--- src/rtl/rca_mult_seq_pkg.sv ---
// Shared definitions for the shift-add multiplier sequencer: state encoding
// and default operand width.
package rca_mult_seq_pkg;
  localparam int DEF_WIDTH = 4;

  // 2'd3 is unused and decodes back to IDLE.
  typedef enum logic [1:0] {
    S_IDLE = 2'd0,
    S_CALC = 2'd1,
    S_DONE = 2'd2
  } state_e;
endpackage

--- src/rtl/rca_mult_dp.sv ---
// Multiplier datapath: M/Q/ACC registers, the adder operand muxing, the
// shift of {cout,sum,Q}, and the product register.
module rca_mult_dp
  import rca_mult_seq_pkg::*;
#(
  parameter int WIDTH = DEF_WIDTH
) (
  input  logic               clk,
  input  logic               rst_n,
  input  logic               load,
  input  logic               calc,
  input  logic               last,
  input  logic [WIDTH-1:0]   a_in,
  input  logic [WIDTH-1:0]   b_in,
  input  logic [WIDTH-1:0]   add_sum,
  input  logic               add_cout,
  output logic [WIDTH-1:0]   add_a,
  output logic [WIDTH-1:0]   add_b,
  output logic [2*WIDTH-1:0] product
);
  logic [WIDTH-1:0]   m_q, q_q, acc_q;
  logic [WIDTH-1:0]   acc_d, q_d;
  logic [2*WIDTH-1:0] product_q;

  // Operands are forced to zero outside CALC so the adder stays quiet.
  assign add_a = calc ? acc_q : '0;
  assign add_b = (calc && q_q[0]) ? m_q : '0;

  assign acc_d   = {add_cout, add_sum[WIDTH-1:1]};
  assign q_d     = {add_sum[0], q_q[WIDTH-1:1]};
  assign product = product_q;

  always_ff @(posedge clk or negedge rst_n) begin
    if (!rst_n) begin
      m_q       <= '0;
      q_q       <= '0;
      acc_q     <= '0;
      product_q <= '0;
    end else if (load) begin
      m_q   <= a_in;
      q_q   <= b_in;
      acc_q <= '0;
    end else if (calc) begin
      acc_q <= acc_d;
      q_q   <= q_d;
      if (last) product_q <= {acc_d, q_d};
    end
  end
endmodule

--- src/rtl/rca_mult_seq.sv ---
// Shift-add unsigned multiplier sequencer driving an external combinational
// ripple-carry adder; one multiplier bit retired per clock.
module rca_mult_seq
  import rca_mult_seq_pkg::*;
#(
  parameter int WIDTH = DEF_WIDTH,
  parameter int CNT_W = 3
) (
  input  logic               clk,
  input  logic               rst_n,
  input  logic               start,
  input  logic [WIDTH-1:0]   a_in,
  input  logic [WIDTH-1:0]   b_in,
  output logic               busy,
  output logic               done,
  output logic [2*WIDTH-1:0] product,
  output logic [WIDTH-1:0]   add_a,
  output logic [WIDTH-1:0]   add_b,
  output logic               add_cin,
  input  logic [WIDTH-1:0]   add_sum,
  input  logic               add_cout
);
  state_e             state_q, state_d;
  logic [CNT_W-1:0]   cnt_q, cnt_d;
  logic               load, calc, last;

  assign calc    = (state_q == S_CALC);
  assign load    = (state_q == S_IDLE) && start;
  assign last    = calc && (cnt_q == CNT_W'(WIDTH-1));
  assign busy    = calc;
  assign done    = (state_q == S_DONE);
  assign add_cin = 1'b0;

  always_comb begin
    state_d = state_q;
    cnt_d   = cnt_q;
    case (state_q)
      S_IDLE: if (start) begin
        state_d = S_CALC;
        cnt_d   = '0;
      end
      S_CALC: begin
        cnt_d = cnt_q + 1'b1;
        if (last) state_d = S_DONE;
      end
      S_DONE:  state_d = S_IDLE;
      default: state_d = S_IDLE;
    endcase
  end

  always_ff @(posedge clk or negedge rst_n) begin
    if (!rst_n) begin
      state_q <= S_IDLE;
      cnt_q   <= '0;
    end else begin
      state_q <= state_d;
      cnt_q   <= cnt_d;
    end
  end

  rca_mult_dp #(.WIDTH(WIDTH)) u_dp (
    .clk      (clk),
    .rst_n    (rst_n),
    .load     (load),
    .calc     (calc),
    .last     (last),
    .a_in     (a_in),
    .b_in     (b_in),
    .add_sum  (add_sum),
    .add_cout (add_cout),
    .add_a    (add_a),
    .add_b    (add_b),
    .product  (product)
  );
endmodule

--- config.mk ---
export PLATFORM = sky130hd
export DESIGN_NAME = rca_mult_seq
export DESIGN_NICKNAME = d
export VERILOG_FILES = /design/src/rtl/rca_mult_seq_pkg.sv /design/src/rtl/rca_mult_dp.sv /design/src/rtl/rca_mult_seq.sv
export SDC_FILE = /design/constraint.sdc
export NUM_CORES = 1
export LEC_CHECK = 0
export BUFFER_PORTS_ARGS = -buffer_cell sky130_fd_sc_hd__buf_2
export CAP_MARGIN = 20
export CORE_AREA = 2 2 55 57
export DETAILED_ROUTE_END_ITERATION = 10
export DIE_AREA = 0 0 57 59
export GPL_ROUTABILITY_DRIVEN = 0
export PLACE_DENSITY_LB_ADDON = 0.3
export SLEW_MARGIN = 40
export SYNTH_ARGS = -nofsm -noshare
export SYNTH_HDL_FRONTEND = slang
export SYNTH_SLANG_ARGS = --single-unit
--- constraint.sdc ---
create_clock -name clk -period 2 [get_ports clk]
set_input_delay 0.3 -clock clk [delete_from_list [all_inputs] [get_ports clk]]
set_output_delay 0.3 -clock clk [all_outputs]
set_load 0.01 [all_outputs]
==> results.sh <==
export IMPL_endpoint="add_b[0]"
export IMPL_syn_mean_instance_area_um2=14.4
export IMPL_drv_slew=0
export IMPL_tightest_slew_ps=541
export IMPL_rsz0062_at_grt="false"
export IMPL_die_y_um=59
export IMPL_worst_r2r_path_depth=4
export IMPL_numCtsBuffers=3
export IMPL_power_total_mw=2.10
export IMPL_area_sequential_um2=627
export IMPL_netlist_instances=76
export IMPL_cts_tree="yes"
export IMPL_worst_ir_drop_vdd_v=0.000908
export IMPL_first_global_vias=788
export IMPL_vias=741
export IMPL_p_leak_nw=0.642
export IMPL_io_pins=35
export IMPL_drtIter0Drc=16
export IMPL_power_density_mw_per_mm2=1590
export IMPL_fill_cells=242
export IMPL_fin_crit_sh_pct=91.4
export IMPL_path_clk_slew_ps=140
export IMPL_core_area_mm2=0.00271
export IMPL_r2r_end="u_dp.product[2]"
export IMPL_r2r_slack_ps=510
export IMPL_cp_arrival_ps=1530
export IMPL_stdcell_count=143
export IMPL_path_class="flop to primary output"
export IMPL_cap_violations=0
export IMPL_synth_warnings=0
export IMPL_post_drt_wl_per_cell_um=14.7
export IMPL_layout_nets=131
export IMPL_status="finished clean"
export IMPL_antenna_found_initial=0
export IMPL_yosys_area_top_type_share_pct=57.3
export IMPL_ys_async_sr_fraction_pct=100
export IMPL_crit_path_start="state_q[1]"
export IMPL_synthFlopType="dfrtp_1"
export IMPL_timing_fmax_mhz=547
export IMPL_drc=0
export IMPL_yosys_area_top_type="dfrtp_1"
export IMPL_drtPass1Iterations=4
export IMPL_setup_ws_ps=172
export IMPL_drive_above_1_share_pct=43.8
export IMPL_cp_required_ps=1700
export IMPL_post_cts_setup_buffers=0
export IMPL_grt_max_degree=26
export IMPL_hpwlAfterDp_mm=1.50
export IMPL_cp_start_kind="flop"
export IMPL_gr_usage_all_layers_pct=14.4
export IMPL_multiInputGateArea_um2=432
export IMPL_clock_path_buffers=2
export IMPL_hold_viol_final=0
export IMPL_port_buffers=33
export IMPL_num_rows=19
export IMPL_via_per_inst=5.18
export IMPL_crit_fanout=14
export IMPL_synth_common_cells="25 x dfrtp_1, 12 x mux2_1, 5 x a22o_1"
export IMPL_r2r_start="cnt_q[0]"
export IMPL_yosys_top_cells_area="dfrtp_1 57%, mux2_1 12%, o221a_2 4.1%, a22o_1 4.0%, or4b_1 3.7%"
export IMPL_cts_htree_levels=1
export IMPL_gr_total_overflow=0
export IMPL_relSlewSlack_pct=63.9
export IMPL_yosysMostFrequentCell="dfrtp_1"
export IMPL_die_area_mm2=0.00336
export IMPL_synth_edf_count=0
export IMPL_fin_skew_ps=1.57
export IMPL_die_w_um=57
export IMPL_place_ws_ps=454
export IMPL_clock_sinks=25
export IMPL_tns_ps=0
export IMPL_finalCriticalPeriod_ps=1830
export IMPL_placed_cells=138
export IMPL_syn_nets=94
export IMPL_synth_cell_types=23
export IMPL_clk_latency_ps=320
export IMPL_hold_class="input port to flop"
export IMPL_synth_seq_area_share_pct=57.3
export IMPL_antenna_left=0
export IMPL_drt_total_wl_mm=2.11
export IMPL_start_util_pct=40.3
export IMPL_ys_ff_latch=25
export IMPL_area_delta_synth_final_pct=21.2
export IMPL_setup_violations=0
export IMPL_grt_pass1_wl_mm=3.73
export IMPL_diodes=0
export IMPL_root_buffer="clkbuf_4"
export IMPL_crit_path_end_kind="primary output"
export IMPL_synth_area_mm2=0.00109
export IMPL_min_from="a_in[1]"
==> power by group <==
group	internal [mW]	total [mW]	switching, mW
clock	0.0766	0.238	0.161
sequential	0.758	0.907	0.149
combinational	0.490	0.953	0.464
==> cell families (layout without fill, tap and decap cells) <==
| group | after synthesis | count (layout) | synth area share [%] |
|---|---|---|---|
| and+or+nand+nor | 16 | 16 | 12.8 |
| muxes | 13 | 13 | 13.3 |
| AOI/OAI and AO/OA | 13 | 13 | 10.8 |
| DFF | 25 | 25 | 57.3 |
| adders and majority gates | 2 | 2 | 2.29 |
| other | 1 | 1 | 0.343 |
| buffers and inverters | 6 | 42 | 3.21 |
==> registers in the layout, indices dropped and copies added (netlist names) <==
signal and count:
u_dp.m_q 4, u_dp.product 8, u_dp.acc_q 4, u_dp.q_q 4, cnt_q 3, state_q 2
==> critical path, stage by stage, from the launching register on <==
cell and delay (ps):
dfrtp_2 480, or2b_4 310, inv_4 130, and3_1 160, buf_2 120
==> through the flow <==
step           area (µm²)  util, %  hold slack [ps]
2_1_floorplan        1090        -             4.41
4_1_cts              1320     48.7              173
3_3_place_gp         1280     47.2              315
5_1_grt              1320     48.8              170
6_report             1320     48.8              179
3_5_place_dp         1280     47.2              329
==> area by class of cell <==
type                       instances  share of cell area, %
timing repair buffer              35                   13.8
multi-input combinational         45                   32.6
clock buffer                       3                   1.70
tap                               31                   2.93
inverter                           3                   1.04
sequential                        25                   47.4
clock inverter                     1                  0.567
==> metal layers <==
| metal | track usage, % | vias up | share of wire, % |
|---|---|---|---|
| met4 | 3.99 | 0 | 1.0 |
| met1 | 20.5 | 349 | 47 |
| met5 | 0 | - | 0 |
| met2 | 21.5 | 31 | 44 |
| met3 | 4.37 | 5 | 7.8 |
| li1 | - | 356 | - |
==> worst min-delay path by stage <==
stage / end / slack (ps) / cells past startpoint
2_1_floorplan: cnt_q[0] / 4 / 0
3_3_place_gp: u_dp.product[5] / 310 / 1
3_5_place_dp: u_dp.product[5] / 330 / 1
4_1_cts: u_dp.m_q[3] / 170 / 2
5_1_grt: u_dp.m_q[2] / 170 / 2
6_report: u_dp.m_q[1] / 180 / 2
==> cell usage in the layout (no fill, tap or decap), drive strengths merged <==
cell,netlist,final
a21oi,1,1
mux2,12,12
ha,2,2
and2,4,4
and3,4,4
o21ba,1,1
clkbuf,0,3
inv,3,3
a22o,5,5
o221a,4,4
o22ai,1,1
dlygate4sd3,0,1
or4b,4,4
dfrtp,25,25
conb,1,1
mux2i,1,1
nor3b,1,1
or2b,1,1
nand3b,1,1
o21bai,1,1
nor2b,1,1
buf,3,34
clkinvlp,0,1
==> what timing repair did <==
item                                   CTS  global route
endpoints found under the hold margin   25             0
setup endpoints to repair                0             4
hold buffers                             1             0
gates resized for setup                  0             2
Note: power is estimated with default switching activity, not from simulation.
